**src/rtl/send_sequencer.sv**
```systemverilog
// APB-programmed descriptor scheduler driving Send_start/Send_Length.
// Optional watchdog on the wait states: define SEND_SEQ_WATCHDOG_EN.
module send_sequencer #(
  parameter int FIFO_DEPTH  = 16,
  parameter int START_PULSE = 4,
  parameter int TIMEOUT_CYC = 65535
) (
  input  logic        S_APB_aclk,
  input  logic        S_APB_aresetn,
  input  logic [31:0] S_APB_paddr,
  input  logic        S_APB_psel,
  input  logic        S_APB_penable,
  input  logic        S_APB_pwrite,
  input  logic [31:0] S_APB_pwdata,
  output logic [31:0] S_APB_prdata,
  output logic        S_APB_pready,
  output logic        S_APB_pslverr,
  output logic        Send_start,
  output logic [11:0] Send_Length,
  input  logic        Valid,
  output logic        Irq
);

  localparam int AW = $clog2(FIFO_DEPTH);
  localparam logic [15:0] PULSE_LAST = 16'(START_PULSE - 1);
  localparam logic [15:0] WD_LIM = 16'(TIMEOUT_CYC - 1);

  typedef enum logic [2:0] {
    S_IDLE, S_LOAD, S_PULSE, S_WAIT_V, S_WAIT_D, S_GAP
  } state_t;

  state_t state, state_nx;

  logic        acc, wr;
  logic [2:0]  ofs;
  logic        wr_ctrl, wr_desc, wr_gap, wr_stat, wr_dcnt;
  logic        push, pop, flush, done, to_fire, wd_to;
  logic        enable, ovf, tmo, done_pend;
  logic [15:0] gap_reg, done_cnt, cnt;
  logic [11:0] len_q;
  logic [31:0] rdata;
  logic [11:0] mem [FIFO_DEPTH];
  logic [AW:0] wp, rp, level;
  logic        empty, full;

  assign acc     = S_APB_psel & S_APB_penable & ~S_APB_pready;
  assign wr      = acc & S_APB_pwrite;
  assign ofs     = S_APB_paddr[4:2];
  assign wr_ctrl = wr && ofs == 3'd0;
  assign wr_desc = wr && ofs == 3'd1;
  assign wr_gap  = wr && ofs == 3'd2;
  assign wr_stat = wr && ofs == 3'd3;
  assign wr_dcnt = wr && ofs == 3'd4;

  assign level = wp - rp;
  assign empty = (wp == rp);
  assign full  = level[AW];
  assign pop   = (state == S_LOAD) && !empty;
  assign push  = wr_desc && (!full || pop);
  assign flush = wr_ctrl && S_APB_pwdata[1];
  assign done  = (state == S_WAIT_D) && !Valid;

  // A timeout only fires when the awaited Valid edge has not arrived.
  assign to_fire = wd_to &
    ((state == S_WAIT_V) ? ~Valid : Valid);

`ifdef SEND_SEQ_WATCHDOG_EN
  logic [15:0] wd;
  assign wd_to = (state == S_WAIT_V || state == S_WAIT_D)
    && wd == WD_LIM;
  always_ff @(posedge S_APB_aclk or negedge S_APB_aresetn)
    if (!S_APB_aresetn) wd <= '0;
    else if (state == S_WAIT_V || state == S_WAIT_D)
      wd <= wd + 16'd1;
    else wd <= '0;
`else
  logic unused_wd;
  assign wd_to = 1'b0;
  assign unused_wd = ^WD_LIM;
`endif

  logic unused_bits;
  assign unused_bits = ^{S_APB_paddr[31:5], S_APB_paddr[1:0],
                         S_APB_pwdata[31:16]};

  always_ff @(posedge S_APB_aclk)
    if (push) mem[wp[AW-1:0]] <= S_APB_pwdata[11:0];

  always_ff @(posedge S_APB_aclk or negedge S_APB_aresetn)
    if (!S_APB_aresetn) begin
      wp <= '0;
      rp <= '0;
    end else begin
      if (push) wp <= wp + 1'b1;
      if (flush) rp <= wp;
      else if (pop) rp <= rp + 1'b1;
    end

  always_comb begin
    state_nx = state;
    unique case (state)
      S_IDLE:   if (enable && !empty) state_nx = S_LOAD;
      S_LOAD:   state_nx = empty ? S_IDLE : S_PULSE;
      S_PULSE:  if (cnt == PULSE_LAST) state_nx = S_WAIT_V;
      S_WAIT_V: if (Valid) state_nx = S_WAIT_D;
                else if (to_fire) state_nx = S_IDLE;
      S_WAIT_D: if (!Valid)
                  state_nx = (gap_reg == '0) ? S_IDLE : S_GAP;
                else if (to_fire) state_nx = S_IDLE;
      S_GAP:    if (cnt <= 16'd1) state_nx = S_IDLE;
      default:  state_nx = S_IDLE;
    endcase
  end

  always_ff @(posedge S_APB_aclk or negedge S_APB_aresetn)
    if (!S_APB_aresetn) begin
      state <= S_IDLE;
      cnt   <= '0;
      len_q <= '0;
    end else begin
      state <= state_nx;
      if (pop) len_q <= mem[rp[AW-1:0]];
      unique case (state)
        S_PULSE: cnt <= (state_nx == S_PULSE) ? cnt + 16'd1 : '0;
        S_WAIT_D: cnt <= done ? gap_reg : '0;
        S_GAP:   cnt <= cnt - 16'd1;
        default: cnt <= '0;
      endcase
    end

  always_ff @(posedge S_APB_aclk or negedge S_APB_aresetn)
    if (!S_APB_aresetn) begin
      enable    <= 1'b0;
      gap_reg   <= '0;
      ovf       <= 1'b0;
      tmo       <= 1'b0;
      done_pend <= 1'b0;
      done_cnt  <= '0;
    end else begin
      if (to_fire) enable <= 1'b0;
      else if (wr_ctrl) enable <= S_APB_pwdata[0];
      if (wr_gap) gap_reg <= S_APB_pwdata[15:0];
      if (wr_desc && full && !pop) ovf <= 1'b1;
      else if (wr_stat && S_APB_pwdata[10]) ovf <= 1'b0;
      if (to_fire) tmo <= 1'b1;
      else if (wr_stat && S_APB_pwdata[11]) tmo <= 1'b0;
      if (wr_dcnt) begin
        done_cnt  <= '0;
        done_pend <= 1'b0;
      end else if (done) begin
        done_cnt  <= done_cnt + 16'd1;
        done_pend <= 1'b1;
      end
    end

  always_comb begin
    rdata = '0;
    case (ofs)
      3'd0: rdata = {31'd0, enable};
      3'd2: rdata = {16'd0, gap_reg};
      3'd3: rdata = {19'd0, done_pend, tmo, ovf, full,
                     state != S_IDLE, 1'b0, 7'(level)};
      3'd4: rdata = {16'd0, done_cnt};
      default: rdata = '0;
    endcase
  end

  always_ff @(posedge S_APB_aclk or negedge S_APB_aresetn)
    if (!S_APB_aresetn) begin
      S_APB_pready  <= 1'b0;
      S_APB_pslverr <= 1'b0;
      S_APB_prdata  <= '0;
    end else begin
      S_APB_pready  <= acc;
      S_APB_pslverr <= wr_desc && full && !pop;
      if (acc) S_APB_prdata <= S_APB_pwrite ? 32'd0 : rdata;
    end

  assign Send_start  = (state == S_PULSE);
  assign Send_Length = len_q;
  assign Irq         = done_pend | ovf | tmo;

endmodule
```
**config.mk**
```make
export PLATFORM = sky130hd
export DESIGN_NAME = send_sequencer
export DESIGN_NICKNAME = d
export VERILOG_FILES = /design/src/rtl/send_sequencer.sv
export SDC_FILE = /design/constraint.sdc
export NUM_CORES = 1
export LEC_CHECK = 0
export ABC_AREA = 0
export BUFFER_PORTS_ARGS = -buffer_cell sky130_fd_sc_hd__clkbuf_2
export CAP_MARGIN = 10
export CORE_UTILIZATION = 45
export CTS_CLUSTER_SIZE = 30
export DETAILED_ROUTE_END_ITERATION = 12
export RECOVER_POWER = 100
export SLEW_MARGIN = 25
export SYNTH_ARGS = -nofsm -noshare
export SYNTH_HDL_FRONTEND = slang
export SYNTH_SLANG_ARGS = --single-unit
```
**constraint.sdc**
```tcl
create_clock -name S_APB_aclk -period 4.1 [get_ports S_APB_aclk]
set_input_delay 0.41 -clock S_APB_aclk [delete_from_list [all_inputs] [get_ports S_APB_aclk]]
set_output_delay 0.41 -clock S_APB_aclk [all_outputs]
set_load 0.02 [all_outputs]
```
* Yosys cells after proc, flatten, opt, wreduce, memory -nomap -nowiden *
Memory sizes are Yosys's and may differ from the RTL's. A register that Yosys moved wholly into a read port is not among the register bits.
Index checks and enable logic that the tools add are counted.
W data, S select, Z words.

storage, ports and cells
  flip-flop bits (word level) = 98
  latch bits = 0
  bits in writable memories = 192
  bits in read-only memories = 0
  output and inout bits = 48
  logic and storage cells = 86
  memories kept = 1

memories
  name  depth  width  read ports  clocked after memory_dff  wr ports  RTL line  text
  mem   16     12     1           1                         1         42        logic [11:0] mem [FIFO_DEPTH];

cells by class
  add/subtract/negate cells = 6
  multipliers = 0
  div/mod/pow operators = 0
  $lt $le $gt $ge = 1
  equality and inequality tests = 12
  shift-type cells = 0
  multiplexer cells = 23
  bitwise operators = 5
  reduce and logical (&&, ||, !) cells = 26

operators with widths
  cell                     number
  $mux W16                 4
  $pmux W16 S4             1
  $pmux W16 S3             1
  $add A16 B1 Y16 const B  2
  $mux W32                 1
  $mux W3                  6
  $pmux W3 S6              1
  $eq A16 B2 Y1 const B    1
  $le A16 B1 Y1 const B    1
  $logic_not A16 Y1        1
  $sub A16 B1 Y16 const B  1
  $eq A3 B2 Y1 const B     5
  $logic_and A1 B1 Y1      13
  $add A5 B1 Y5 const B    2
  $mux W5                  2
  $eq A3 B3 Y1 const B     3
  $eq A3 B1 Y1 const B     2
  $logic_not A3 Y1         2
  $mux W1                  6
  $reduce_bool A2 Y1       3
  $eq A5 B5 Y1             1
  $logic_not A1 Y1         5
  $sub A5 B5 Y5            1
  $and A1 B1 Y1            3
  other kinds (5)          5

* Depth between registers and ports, before layout *
  word-level depth = 8
  depth in mapped cells = 10
  depth with buffers taken out = 9

* Worst setup path after synthesis *
No wires, ideal clock.

  path kind = register to register
  start = register rp[1]
  end = memory mem[15][0], enable pin
  arrival time = 3.011 ns
  data required time = 3.695 ns
  slack = 0.685 ns
  cell stages (with the launch flop) = 9
  buffers on the path = 2
  period minus slack after synthesis = 3.415 ns
  path through = dfrtp_1 -> clkbuf_1 -> clkbuf_1 -> inv_1 -> fa_1 -> a21o_1 -> a21oi_1 -> xor2_1 -> a211oi_1

on the way
  longest elaborated chain between the ends = 7
  elaborated cells on any way between the ends = 9
  those cells by class = add/sub (1); eq/ne (1); mux (2); reduce/logical (5)

RTL lines
  element                                                RTL line  text
  start: declaration                                     43        logic [AW:0] wp, rp, level;
  start signal: assignment                               95        if (flush) rp <= wp;
  start signal: assignment                               96        else if (pop) rp <= rp + 1'b1;
  branches (longest 3 deep; another with $sub A5 B5 Y5)  n/a
  $logic_or A1 B1 Y1 *                                   59        assign push = wr_desc && (!full || pop);
  $logic_and A1 B1 Y1 *                                  59
  $mux W1 *                                              87        if (push) mem[wp[AW-1:0]] <= S_APB_pwdata[11:0];
  $mux W1 (implied by the code) *                        87
  end: declaration                                       42

Mark *: on every way between the ends.

* Worst setup path after layout *
  start = register wp[0]
  end = memory mem[7][10], enable pin

on the way
  longest elaborated chain between the ends = 7
  elaborated cells on any way between the ends = 9
  those cells by class = add/sub (1); eq/ne (1); mux (2); reduce/logical (5)

RTL lines
  element                                                RTL line  text
  start: declaration                                     43
  start signal: assignment                               94        if (push) wp <= wp + 1'b1;
  branches (longest 7 deep; another with $sub A5 B5 Y5)  n/a

Parallel ways; which one is timed is not known.

==> qor.yml <==
power_and_ir_drop:
  ir_drop_v: 0.000301
  swShare: 0.241
  power_per_cell_area_nw_per_um2: 471
  pwr-share-clk: 0.412
  p_switching_w: 0.00161
  power_frac_seq: 0.486
  power_leakage_nw: 5.39
  p_comb_frac: 0.102
  p_int_w: 0.00506
  finalPower_w: 0.00667
synth:
  synth_seq_cells: 286
  synth-seq-area-share: 0.648
  synth_common_cells: "edfxtp_1 (192), dfrtp_1 (94), nand2_1 (54), nor2_1 (51), mux4_2 (48)"
  synth-async-reset-ratio: 0.329
  synth_top_cell_by_area: "edfxtp_1"
  syn_area_per_cell_sq_um: 14.9
  synth_top_area_frac: 0.460
  ys_warn_count: 0
  synth-edff-count: 192
  ys_top_cells_by_area: "edfxtp_1 (46%), dfrtp_1 (19%), mux4_2 (8.6%)"
  ys_types: 66
  synth_flop_cell: "edfxtp_1"
  syn_area_sq_um: 12500
  synthCells: 839
  synth.most_common_cell: "edfxtp_1"
place:
  post-place-cells: 1249
  gp_congestion: 0.855
  place_hpwl_mm: 18.3
  port_buffers: 56
  dp_slack_ps: 746
  placed_cell_area_sq_um: 13300
setup_path:
  worstPathMaxFanout: 8
  critical_path_class: "flop to flop"
  cp-end-kind: "flop"
  cp_common_cell: "inv_1"
  worstReg2RegStart: "wp[0]$_DFFE_PN0P_"
  crit_path_start: "wp[0]$_DFFE_PN0P_"
  cp_cell_sequence: "inv_1 > ha_1 > inv_1 > fa_1 > a21o_1 > a21oi_1 > xor2_1 > a211oi_1 > and2_0 > clkbuf_2"
  max_stage_delay_ps: 580
  cpMaxStageDelayCell: "and2_0"
  cp-start-kind: "flop"
  required_ps: 4330
  worstPathArrival_ps: 3830
  reg2reg_setup_slack_ps: 490
cts:
  clock_path_buffers: 3
  cts_buffers: 31
  htreeDepth: 1
  cts_setup_buffers: 0
  clock_sinks: 286
  root_buffer: "clkbuf_16"
  clk_latency_ps: 560
  post_cts_resized: 0
  clk_pin_slew_worst_paths_ps: 60
  cts_tree: "yes"
cells_and_area:
  largest_reg_flops: 192
  fillCellCount: 2276
  antennaDiodeCount: 0
  final_cells: 1307
  final_area_sq_um: 14200
  area_growth_pct: 13.0
  final_layout_size_suffix_gt1_frac: 0.178
  nNetsFinal: 995
drt:
  via_per_inst: 5.59
  wl_per_cell_microns: 22.0
  dr.pass1.iters: 5
  ant_nets: 0
  drc: 0
  vias: 7305
  dr.first_iter.drc_count: 572
  drt-total-wl_mm: 28.8
grt:
  grt_start_max_net_pins: 52
  grt_antenna_before_repair: 0
  grt_pass1_vias: 7221
  grt_pass1_wl_mm: 44.4
  grt_overflow: 0
  grtUsageTotal: 0.208
timing:
  slew_headroom: -0.362
  drv_slew: 35
  fin_crit_ps: 3610
  finalHoldViolCount: 0
  clock.fmax_ghz: 0.277
  fin_skew_ps: 19.3
  tightest_slew_ps: 2040
  rsz0062_at_grt: "false"
  layout_setup_ws_ps: 495
  setup_viol: 0
  timing.final.crit_share: 0.879
  fin_setup_tns_ps: 0
floorplanning:
  rows: 60
  fp.dieArea_sq_um: 28500
  die_x_microns: 169
  die_h_microns: 169
  design.core.area_sq_um: 27100
  pin_count: 118
  start_util: 0.462
status:
  status: "finished, violations left"
  violations: "max-capacitance violations, max-slew violations"
hold_path:
  hold_class: "input port to flop"
  holdCritStartpoint: "S_APB_pwdata[13]"
run:
  maxCapViolCount: 1
[metal layers]
metal	up-vias	wire length, microns	share of wire	GRT usage
li1	3347	-	-	-
met1	3770	13700	0.48	0.312
met4	0	469	0.016	0.0458
met3	32	1270	0.044	0.0285
met5	-	0	0	0
met2	156	13300	0.46	0.326
[worst paths after layout]
| kind | to | cells past startpoint |
|---|---|---|
| setup / recovery | mem[7][10]$_DFFE_PP_ | 10 |
| min in group asynchronous | done_cnt[10]$_DFFE_PN0P_ | 2 |
| max in group asynchronous | gap_reg[9]$_DFFE_PN0P_ | 3 |
| hold / removal | gap_reg[13]$_DFFE_PN0P_ | 2 |
| hold reg to reg | S_APB_prdata[1]$_DFFE_PN0P_ | 2 |
| setup reg to reg | mem[7][10]$_DFFE_PP_ | 10 |
[per-stage QoR]
step | utilization | hold WS (ps)
floorplan | - | 114
global placement | 0.490 | 408
detailed placement | 0.490 | 406
CTS | 0.527 | 73.3
global route | 0.522 | 77.9
finish | 0.522 | 89.5
[power groups by stage]
stage                     Clock (W)  Combinational [W]  Sequential (W)
after global placement            0           0.000693         0.00330
after floorplan                   0           0.000500         0.00326
after global routing        0.00290           0.000751         0.00325
after detailed placement          0           0.000693         0.00330
after CTS                   0.00280           0.000698         0.00324
final                       0.00275           0.000683         0.00324
[worst max-delay path, delay by kind of cell (launching register included)]
kind                     cells  cell delay (ps)
AO/OA/AOI/OAI                3              860
buffers and inverters        3              630
adder cells (fa/ha/maj)      2              590
AND/OR/NAND/NOR              1              580
flip-flops                   1              430
XOR/XNOR                     1              180
[layout by cell type (no fill, tap or decap), types with 16 or more instances in the layout]
| cell type | synthesis | routed |
|---|---|---|
| a22o_1 | 16 | 16 |
| and3_1 | 19 | 19 |
| clkbuf_1 | 34 | 60 |
| clkbuf_16 | 0 | 31 |
| clkbuf_2 | 1 | 18 |
| conb_1 | 1 | 16 |
| dfrtp_1 | 94 | 92 |
| edfxtp_1 | 192 | 192 |
| mux2_2 | 19 | 19 |
| mux2i_1 | 29 | 29 |
| mux4_2 | 48 | 48 |
| nand2_1 | 54 | 54 |
| nor2_1 | 51 | 51 |
| o21ai_0 | 20 | 21 |
| xnor2_1 | 18 | 18 |
| xor2_1 | 23 | 23 |
[layout make-up]
class,count,area (sq um),share of cell area
well taps,372,465,0.0329
repair buffers,84,405,0.0286
multi-input cells,494,4110,0.290
clock buffers,40,820,0.0579
inverters,14,52.6,0.00371
flip-flops and latches,286,8120,0.574
clock inverters,17,181,0.0128
[kinds of logic (layout without fill, tap and decap cells)]
| logic type | Yosys count | in the layout | share of synthesized area |
|---|---|---|---|
| and+or+nand+nor | 214 | 214 | 0.0882 |
| buffers and inverters | 74 | 155 | 0.0279 |
| adders and majority gates | 14 | 14 | 0.0146 |
| muxes | 96 | 96 | 0.127 |
| AOI/OAI and AO/OA | 113 | 113 | 0.0661 |
| other | 1 | 16 | 0.000299 |
| DFF | 286 | 286 | 0.648 |
| xor gates and xnor gates | 41 | 41 | 0.0287 |
[what timing repair did]
item,in CTS,in global routing
endpoints found under the setup margin,0,0
endpoints found under the hold margin,32,0
hold buffers,1,0
Power figures use the tool's default switching activity.
